## src/rtl/pu_riscv_ahb3_pkg.sv

```systemverilog
// AHB3-Lite encodings, BIU state type and data-phase bundle.
// Imported by the BIU top and its next-address helper.
package pu_riscv_ahb3_pkg;

  localparam logic [1:0] HTRANS_IDLE   = 2'b00;
  localparam logic [1:0] HTRANS_BUSY   = 2'b01;
  localparam logic [1:0] HTRANS_NONSEQ = 2'b10;
  localparam logic [1:0] HTRANS_SEQ    = 2'b11;

  localparam logic [2:0] HBURST_SINGLE = 3'b000;
  localparam logic [2:0] HBURST_INCR   = 3'b001;
  localparam logic [2:0] HBURST_WRAP4  = 3'b010;
  localparam logic [2:0] HBURST_INCR4  = 3'b011;
  localparam logic [2:0] HBURST_WRAP8  = 3'b100;
  localparam logic [2:0] HBURST_INCR8  = 3'b101;
  localparam logic [2:0] HBURST_WRAP16 = 3'b110;
  localparam logic [2:0] HBURST_INCR16 = 3'b111;

  localparam logic [2:0] HSIZE_BYTE  = 3'b000;
  localparam logic [2:0] HSIZE_HWORD = 3'b001;
  localparam logic [2:0] HSIZE_WORD  = 3'b010;
  localparam logic [2:0] HSIZE_DWORD = 3'b011;

  localparam logic HRESP_OKAY  = 1'b0;
  localparam logic HRESP_ERROR = 1'b1;

  typedef enum logic [1:0] {
    ST_IDLE,
    ST_NONSEQ,
    ST_SEQ,
    ST_ERR
  } biu_state_t;

  typedef struct packed {
    logic valid;
    logic we;
  } dphase_t;

  function automatic logic [4:0] burst_beats(input logic [2:0] burst);
    logic [4:0] n;
    case (burst)
      HBURST_WRAP4,  HBURST_INCR4:  n = 5'd4;
      HBURST_WRAP8,  HBURST_INCR8:  n = 5'd8;
      HBURST_WRAP16, HBURST_INCR16: n = 5'd16;
      default:                      n = 5'd1;
    endcase
    return n;
  endfunction

endpackage

```

## src/rtl/pu_riscv_biu_nxt_adr.sv

```systemverilog
// Next beat address for AHB bursts.
// INCR steps by the transfer size; WRAP folds inside the burst window.
module pu_riscv_biu_nxt_adr
  import pu_riscv_ahb3_pkg::*;
#(
  parameter int PLEN = 64
) (
  input  logic [PLEN-1:0] adr,
  input  logic [2:0]      size,
  input  logic [2:0]      burst,
  output logic [PLEN-1:0] nxt
);

  logic [PLEN-1:0] bytes;
  logic [PLEN-1:0] inc;
  logic [PLEN-1:0] mask;
  logic            wrap;

  always_comb begin
    bytes = PLEN'(1) << size;
    inc   = adr + bytes;
    mask  = '0;
    wrap  = 1'b1;
    unique case (burst)
      HBURST_WRAP4:  mask = (bytes << 2) - PLEN'(1);
      HBURST_WRAP8:  mask = (bytes << 3) - PLEN'(1);
      HBURST_WRAP16: mask = (bytes << 4) - PLEN'(1);
      default:       wrap = 1'b0;
    endcase
    nxt = wrap ? ((adr & ~mask) | (inc & mask)) : inc;
  end

endmodule

```

## src/rtl/pu_riscv_biu_ahb3.sv

```systemverilog
// Bus interface unit: stb/ack requests to an AHB3-Lite master port.
// Optional HREADY watchdog: PU_RISCV_BIU_HREADY_TIMEOUT_EN.
module pu_riscv_biu_ahb3
  import pu_riscv_ahb3_pkg::*;
#(
  parameter int XLEN    = 64,
  parameter int PLEN    = 64,
  parameter int TIMEOUT = 255
) (
  input  logic            clk_i,
  input  logic            rst_ni,

  input  logic            biu_stb_i,
  output logic            biu_stb_ack_o,
  output logic            biu_d_ack_o,
  input  logic [PLEN-1:0] biu_adri_i,
  output logic [PLEN-1:0] biu_adro_o,
  input  logic [2:0]      biu_size_i,
  input  logic [2:0]      biu_type_i,
  input  logic            biu_lock_i,
  input  logic [2:0]      biu_prot_i,
  input  logic            biu_we_i,
  input  logic [XLEN-1:0] biu_d_i,
  output logic [XLEN-1:0] biu_q_o,
  output logic            biu_ack_o,
  output logic            biu_err_o,

  output logic            HSEL,
  output logic [PLEN-1:0] HADDR,
  output logic [XLEN-1:0] HWDATA,
  input  logic [XLEN-1:0] HRDATA,
  output logic            HWRITE,
  output logic [2:0]      HSIZE,
  output logic [2:0]      HBURST,
  output logic [3:0]      HPROT,
  output logic [1:0]      HTRANS,
  output logic            HMASTLOCK,
  input  logic            HREADY,
  input  logic            HRESP
);

  biu_state_t      state_q, state_d;
  logic [PLEN-1:0] adr_q, adr_d, nxt_adr;
  logic [2:0]      size_q, size_d;
  logic [2:0]      burst_q, burst_d;
  logic [2:0]      prot_q, prot_d;
  logic            we_q, we_d;
  logic            lock_q, lock_d;
  logic [3:0]      cnt_q, cnt_d;
  dphase_t         dph_q, dph_d;
  logic [XLEN-1:0] wdat_q, wdat_d;

  logic            addr_act;
  logic            addr_done;
  logic            err_start;
  logic            take;
  logic [4:0]      beats;

  pu_riscv_biu_nxt_adr #(
    .PLEN (PLEN)
  ) u_nxt_adr (
    .adr   (adr_q),
    .size  (size_q),
    .burst (burst_q),
    .nxt   (nxt_adr)
  );

  assign addr_act  = (state_q == ST_NONSEQ) || (state_q == ST_SEQ);
  assign addr_done = addr_act && HREADY;
  // First cycle of a two-cycle ERROR response
  assign err_start = dph_q.valid && !HREADY && (HRESP == HRESP_ERROR);
  assign beats     = burst_beats(biu_type_i);

`ifdef PU_RISCV_BIU_HREADY_TIMEOUT_EN
  localparam int TW = $clog2(TIMEOUT + 1);

  logic [TW-1:0] tmo_q, tmo_d;
  logic          tmo_hit;

  assign tmo_hit = dph_q.valid && !HREADY &&
                   (tmo_q == TW'(TIMEOUT - 1));

  always_comb begin
    tmo_d = '0;
    if (dph_q.valid && !HREADY && !tmo_hit)
      tmo_d = tmo_q + TW'(1);
  end

  always_ff @(posedge clk_i or negedge rst_ni) begin
    if (!rst_ni) tmo_q <= '0;
    else         tmo_q <= tmo_d;
  end
`else
  logic unused_timeout;
  assign unused_timeout = (TIMEOUT == 0);
`endif

  always_comb begin
    state_d       = state_q;
    adr_d         = adr_q;
    size_d        = size_q;
    burst_d       = burst_q;
    prot_d        = prot_q;
    we_d          = we_q;
    lock_d        = lock_q;
    cnt_d         = cnt_q;
    dph_d         = dph_q;
    wdat_d        = wdat_q;
    take          = 1'b0;
    biu_stb_ack_o = 1'b0;
    biu_d_ack_o   = 1'b0;
    biu_ack_o     = 1'b0;
    biu_err_o     = 1'b0;

    if (dph_q.valid && HREADY) begin
      biu_ack_o = (HRESP == HRESP_OKAY);
      biu_err_o = (HRESP == HRESP_ERROR);
    end

    if (HREADY) begin
      dph_d.valid = addr_done;
      dph_d.we    = addr_done && we_q;
    end

    if (addr_done && we_q) begin
      wdat_d      = biu_d_i;
      biu_d_ack_o = 1'b1;
    end

    unique case (state_q)
      ST_IDLE: begin
        if (err_start)               state_d = ST_ERR;
        else if (biu_stb_i && HREADY) take   = 1'b1;
      end
      ST_NONSEQ, ST_SEQ: begin
        if (err_start) begin
          state_d = ST_ERR;
          lock_d  = 1'b0;
        end else if (HREADY) begin
          if (cnt_q != '0) begin
            state_d = ST_SEQ;
            adr_d   = nxt_adr;
            cnt_d   = cnt_q - 4'd1;
          end else if (biu_stb_i) begin
            take = 1'b1;
          end else begin
            state_d = ST_IDLE;
            lock_d  = 1'b0;
          end
        end
      end
      ST_ERR: begin
        if (!(dph_q.valid && !HREADY)) state_d = ST_IDLE;
      end
      default: state_d = ST_IDLE;
    endcase

    if (take) begin
      state_d       = ST_NONSEQ;
      adr_d         = biu_adri_i;
      size_d        = biu_size_i;
      burst_d       = biu_type_i;
      prot_d        = biu_prot_i;
      we_d          = biu_we_i;
      lock_d        = biu_lock_i;
      cnt_d         = 4'(beats - 5'd1);
      biu_stb_ack_o = 1'b1;
    end

`ifdef PU_RISCV_BIU_HREADY_TIMEOUT_EN
    // Abandon the stalled beat; a late HREADY is no longer ours
    if (tmo_hit) begin
      biu_err_o = 1'b1;
      dph_d     = '0;
      state_d   = ST_ERR;
      lock_d    = 1'b0;
    end
`endif
  end

  always_ff @(posedge clk_i or negedge rst_ni) begin
    if (!rst_ni) begin
      state_q <= ST_IDLE;
      adr_q   <= '0;
      size_q  <= '0;
      burst_q <= '0;
      prot_q  <= '0;
      we_q    <= 1'b0;
      lock_q  <= 1'b0;
      cnt_q   <= '0;
      dph_q   <= '0;
      wdat_q  <= '0;
    end else begin
      state_q <= state_d;
      adr_q   <= adr_d;
      size_q  <= size_d;
      burst_q <= burst_d;
      prot_q  <= prot_d;
      we_q    <= we_d;
      lock_q  <= lock_d;
      cnt_q   <= cnt_d;
      dph_q   <= dph_d;
      wdat_q  <= wdat_d;
    end
  end

  always_comb begin
    HTRANS = HTRANS_IDLE;
    unique case (1'b1)
      state_q == ST_NONSEQ: HTRANS = HTRANS_NONSEQ;
      state_q == ST_SEQ:    HTRANS = HTRANS_SEQ;
      default:              HTRANS = HTRANS_IDLE;
    endcase
  end

  assign HSEL       = addr_act;
  assign HADDR      = adr_q;
  assign HWRITE     = we_q;
  assign HSIZE      = size_q;
  assign HBURST     = burst_q;
  assign HPROT      = {prot_q[2], 1'b0, prot_q[1], prot_q[0]};
  assign HMASTLOCK  = lock_q;
  assign HWDATA     = dph_q.we ? wdat_q : '0;
  assign biu_adro_o = adr_q;
  assign biu_q_o    = HRDATA;

endmodule

```

## config.mk

```make
export PLATFORM = sky130hd
export DESIGN_NAME = pu_riscv_biu_ahb3
export DESIGN_NICKNAME = d
export VERILOG_FILES = /design/src/rtl/pu_riscv_ahb3_pkg.sv /design/src/rtl/pu_riscv_biu_nxt_adr.sv /design/src/rtl/pu_riscv_biu_ahb3.sv
export SDC_FILE = /design/constraint.sdc
export NUM_CORES = 1
export LEC_CHECK = 0
export BUFFER_PORTS_ARGS = -buffer_cell sky130_fd_sc_hd__buf_4
export CELL_PAD_IN_SITES_DETAIL_PLACEMENT = 0
export CELL_PAD_IN_SITES_GLOBAL_PLACEMENT = 1
export CORE_AREA = 2 2 186 188
export DETAILED_ROUTE_END_ITERATION = 8
export DIE_AREA = 0 0 188 190
export PLACE_DENSITY = 0.72
export REMOVE_ABC_BUFFERS = 1
export SETUP_SLACK_MARGIN = 0.1
export SYNTH_ARGS = -nofsm -noshare
export SYNTH_HDL_FRONTEND = slang
export SYNTH_SLANG_ARGS = --single-unit
```

## constraint.sdc

```tcl
create_clock -name clk_i -period 5.8 [get_ports clk_i]
set_input_delay 0.87 -clock clk_i [delete_from_list [all_inputs] [get_ports clk_i]]
set_output_delay 0.87 -clock clk_i [all_outputs]
set_load 0.02 [all_outputs]
```

# Word-level counts from Yosys, hierarchy flattened
# Index checks and enable logic that the tools add are counted.
# op_classes
n_addsub,6
mul,0
div_mod_pow,0
magnitude_cmp,0
eq_ne,19
n_shift,1
muxes,41
bitwise_logic,5
n_reduce_logical,22
# op_table
cell,count
two-way mux 64 bit,7
case mux 64 bit (3 select lines),1
"subtractor 64 x 1 -> 64 bit, second input constant",3
AND 64 bit,2
adder 64 bit,1
inverter 64 bit,1
OR 64 bit,1
"<< shifter 1 x 3 -> 64 bit, first input constant",1
two-way mux 4 bit,5
"equality test 3 bit, second input constant",6
two-way mux 1 bit,17
two-way mux 2 bit,7
case mux 4 bit (3 select lines),1
AND reduction 4 bit,3
"equality test 3 x 2 -> 1 bit, second input constant",3
"inequality test 3 bit, second input constant",3
OR reduction 2 bit,4
"subtractor 4 x 1 -> 4 bit, second input constant",2
logical AND 1 bit,6
case mux 2 bit (3 select lines),1
nonzero test 2 bit,3
"inequality test 5 bit, second input constant",1
"equality test 2 bit, second input constant",2
"inequality test 4 bit, second input constant",1
other kinds (12),12
# word_totals
reg_bits,147
latch_bits,0
mem_bits_rw,0
mem_bits_ro,0
inputBits,208
out_inout_bits,275
word_cells,105
memories,0

# Logic depth before layout (Yosys ltp)
# depth
ltp_word,12
ltp_mapped,14
depth_no_buf,11

# Cells and area by module
# Synthesis repeated with hierarchy kept, for this count alone.
# hier_totals
cells_unflattened,970
area_unflattened_um2,10124.7
# modules_own_cells
mod,instances,cells_each,area_per_inst_um2,seq_area_each_um2
pu_riscv_biu_ahb3,1,638,7976.4,3678.5
pu_riscv_biu_nxt_adr,1,332,2148.3,0.0

# Worst setup path before layout
# Ideal clock, no wire load.
# synth_path
kind,reg-to-reg
from,register size_q[2] (netlist: HSIZE[2])
to,register with a tool-made name
setup_ns,0.126
t_arrival_ns,3.311
required_time_ns,5.674
slack_ns,2.363
stages_incl_launch_ff,15
path_buffers,4
period_less_slack_ns,3.437
cell_sequence,dfrtp_1 > buf_2 > clkbuf_1 > clkbuf_1 > nor3_1 > ha_1 > ha_1 > or2b_1 > o2111a_1 > a22o_1 > a31oi_1 > clkbuf_1 > nor4_1 > o21bai_1 > a221o_1
# synth_lines
element,line,source
"start, declared",pu_riscv_biu_ahb3.sv:44,"logic [2:0] size_q, size_d;"
"start signal, assigned",pu_riscv_biu_ahb3.sv:196,size_q <= size_d;

==> summary.md <==
| Metric | Value |
|---|---|
| Net load switching power | `3.33 mW` |
| Internal | `3.87 mW` |
| Worst slew pin tran | `1000 ps` |
| Number of max-slew violations in the final report | `0` |
| Yosys reg bits | `147` |
| Total area of sequential cells | `3680 um^2` |
| Routed Antenna Nets | `0` |
| Slowest-stage cell, CP | `dfrtp_1` |
| Max-capacitance violation count | `0` |
| Largest net degree at the start of global routing | `99` |
| Vias in the first global route | `9362` |
| Global-route wire length before repair | `63900 um` |
| Clock-pin slew on the worst setup and hold paths | `70 ps` |
| Diode count | `0` |
| Routability-driven placement congestion ratio | `0.878` |
| Tmin final | `3830 ps` |
| Gate power share | `53.8%` |
| VDD IR max | `0.245 mV` |
| Layout area overhead | `27.4%` |
| Htree depth | `4` |
| CP cell instances | `nand2b_1 -> nor2_1 -> xor2_1 -> ha_1 -> or2b_1 -> o2111a_1 -> a22o_1 -> a31oi_1 -> buf_4 -> nor2_1 -> nand3_1 -> o311ai_0` |
| Synth area leaders | `dfrtp_1, buf_4, mux2_2, nand2_1, and2_1` |
| Switching portion of total power | `46.3%` |
| Synth Warn # | `0` |
| Peak fanout along the critical path | `28` |
| Setup-failing EPs final | `0` |
| Cells after Synth | `1144` |
| Die area | `35700 um^2` |
| Critical path class | `reg -> reg` |
| Most common cell in the netlist | `dfrtp_1` |
| Mean Syn Cell Area | `8.78 um^2` |
| Clock tree buffer depth | `2` |
| Initial Utilization | `29.6%` |
| Wire per inst | `24.0 um` |
| 1st-pass router iterations | `5` |
| Outcome | `complete, no violations` |
| Grt ovf | `0` |
| Vias/cell | `5.40` |
| Final period util | `66.0%` |
| Worst skew pair latency | `440 ps` |
| Clk_skew | `13.7 ps` |
| Vias | `9731` |
| Multi-input gate area | `5040 um^2` |
| Crit path arrival time | `4150 ps` |
| Worst min-delay path class | `reg -> reg` |
| I/O Pins | `483` |
| Leakage | `5.63 nW` |
| Sequential area share after synthesis | `36.6%` |
| Post-CTS resize count | `0` |
| Residual DRC | `0` |
| Drt initial violations | `705` |
| Internal reg-to-reg setup slack | `1970 ps` |
| Commonest cells in the netlist | `dfrtp_1, buf_4, nand2_1` |
| Netlist cell types | `81` |
| Final WL | `43300 um` |
| Clock power share | `17.4%` |
| Die Wd | `188 um` |
| Total CTS buffers | `17` |
| Cell Area, Synth | `10000 um^2` |
| Fin util | `37.7%` |
| Overall Global Routing Usage | `23.9%` |
| Top FF cell, synth | `dfrtp_1` |
| Biggest cell delay along the critical path | `870 ps` |
| Post-DP HPWL | `32700 um` |
| RSZ-0062 raised after global routing | `false` |
| Slew margin rel. | `32.5%` |
| Share of cells above drive strength 1 | `35.9%` |
| Nets | `1551` |
| Clock Tree Root | `clkbuf_16` |
| Core area | `33900 um^2` |
| Register share of total power | `28.8%` |
| CTS tree | `done` |
| Buffers on Ports | `353` |
| Total power | `7.20 mW` |
| Setup crit end kind | `flop` |
| Rows | `68` |
| Initial antenna violation count | `0` |
| Synth area leader | `dfrtp_1` |
| Die span in y | `190 um` |
| Total power density per cell area | `562 nW/um^2` |
| Critical path required time | `6120 ps` |
| Setup Buffers After CTS | `0` |
| Number of synthesized flops with an enable pin | `0` |
| Sink Count | `147` |
| Final hold viol count | `0` |
| Worst Setup Start Kind | `flop` |
| F_max | `0.261 GHz` |
| Critical Path Most Common Cell | `nor2_1` |
| # fillers | `3455` |
| Yosys top cell area share | `36.6%` |
| # hold bufs at CTS | `0` |
| Ys async rst share | `100%` |
-- worst max-delay path: cells and delay by family, from the launching register on --
kind	cells	cell delay [ps]
XOR/XNOR	1	160
buffers and inverters	1	300
adder cells (fa/ha/maj)	1	280
AND/OR/NAND/NOR	5	990
flip-flops	1	870
AO/OA/AOI/OAI	4	1110
-- routing by layer --
metal  GRT usage, %  wire [um]
met1           30.8      18600
met2           35.8      18800
met3           10.9       4780
met4           5.78        816
met5           6.18        285
-- through the flow --
stage               hold WS, ps  worst slack [ps]  std cells  TNS (ps)  cell area, um^2
finish                      490              1970       1802         0            12800
global route                514              1650       1802         0            12800
CTS                         495              2010       1802         0            12800
detailed placement          479              2030       1770         0            12100
global placement            475              2120       1770         0            12100
floorplan                   473              -486        948     -7820             8790
-- area by class of cell --
type,count,share of cell area [%]
Multi-Input combinational cell,773,39.3
Inverter,28,0.831
Clock inverter,12,1.58
Tap cell,455,4.45
Clock buffer,20,3.49
Timing Repair Buffer,367,21.6
Sequential cell,147,28.7
-- worst paths after layout --
path,cells after the start,from,to
min reg2reg,2,prot_q[0],prot_q[0]
max,12,HSIZE[2],flop
max in group asynchronous,2,rst_ni,wdat_q[4]
min,2,prot_q[0],prot_q[0]
min in group asynchronous,1,rst_ni,wdat_q[17]
max reg2reg,12,HSIZE[2],flop
-- placed cells by master (no fill, tap or decap), types with 6 or more instances in the layout --
cell and count:
nor2_1 61, or3_1 10, clkbuf_16 17, buf_4 366, inv_1 27, nand4_1 24
or4_1 13, o2111ai_1 6, a211oi_1 6, a21oi_1 32, ha_1 9, o211ai_1 28
nor3_1 29, mux2_2 66, o311ai_0 15, dfrtp_1 147, nor4_1 14, a22oi_1 24
and2_1 72, nand3_1 53, o21ai_0 37, nand2_1 123, and3_1 17, a41oi_1 6
nand2b_1 6, a31oi_1 11
-- power groups by stage --
stage	Combinational, mW	Sequential [mW]	Clock [mW]
6_report	3.87	2.07	1.25
5_1_grt	4.21	2.16	1.32
2_1_floorplan	1.93	2.30	0
3_5_place_dp	3.89	2.09	0
4_1_cts	3.90	2.07	1.29
3_3_place_gp	3.87	2.06	0
-- logic make-up (layout without fill, tap and decap cells) --
logic type | after synthesis | count (layout) | share of synthesized area [%]
multiplexers | 69 | 69 | 7.70
AO/OA/AOI/OAI | 240 | 240 | 17.7
adder cells (fa/ha/maj) | 9 | 9 | 1.12
flip-flops | 147 | 147 | 36.6
other | 1 | 1 | 0.0373
XOR/XNOR | 5 | 5 | 0.436
buffers and inverters | 224 | 427 | 13.5
AND/OR/NAND/NOR | 449 | 449 | 22.9
(Power assumes the default switching activity.)
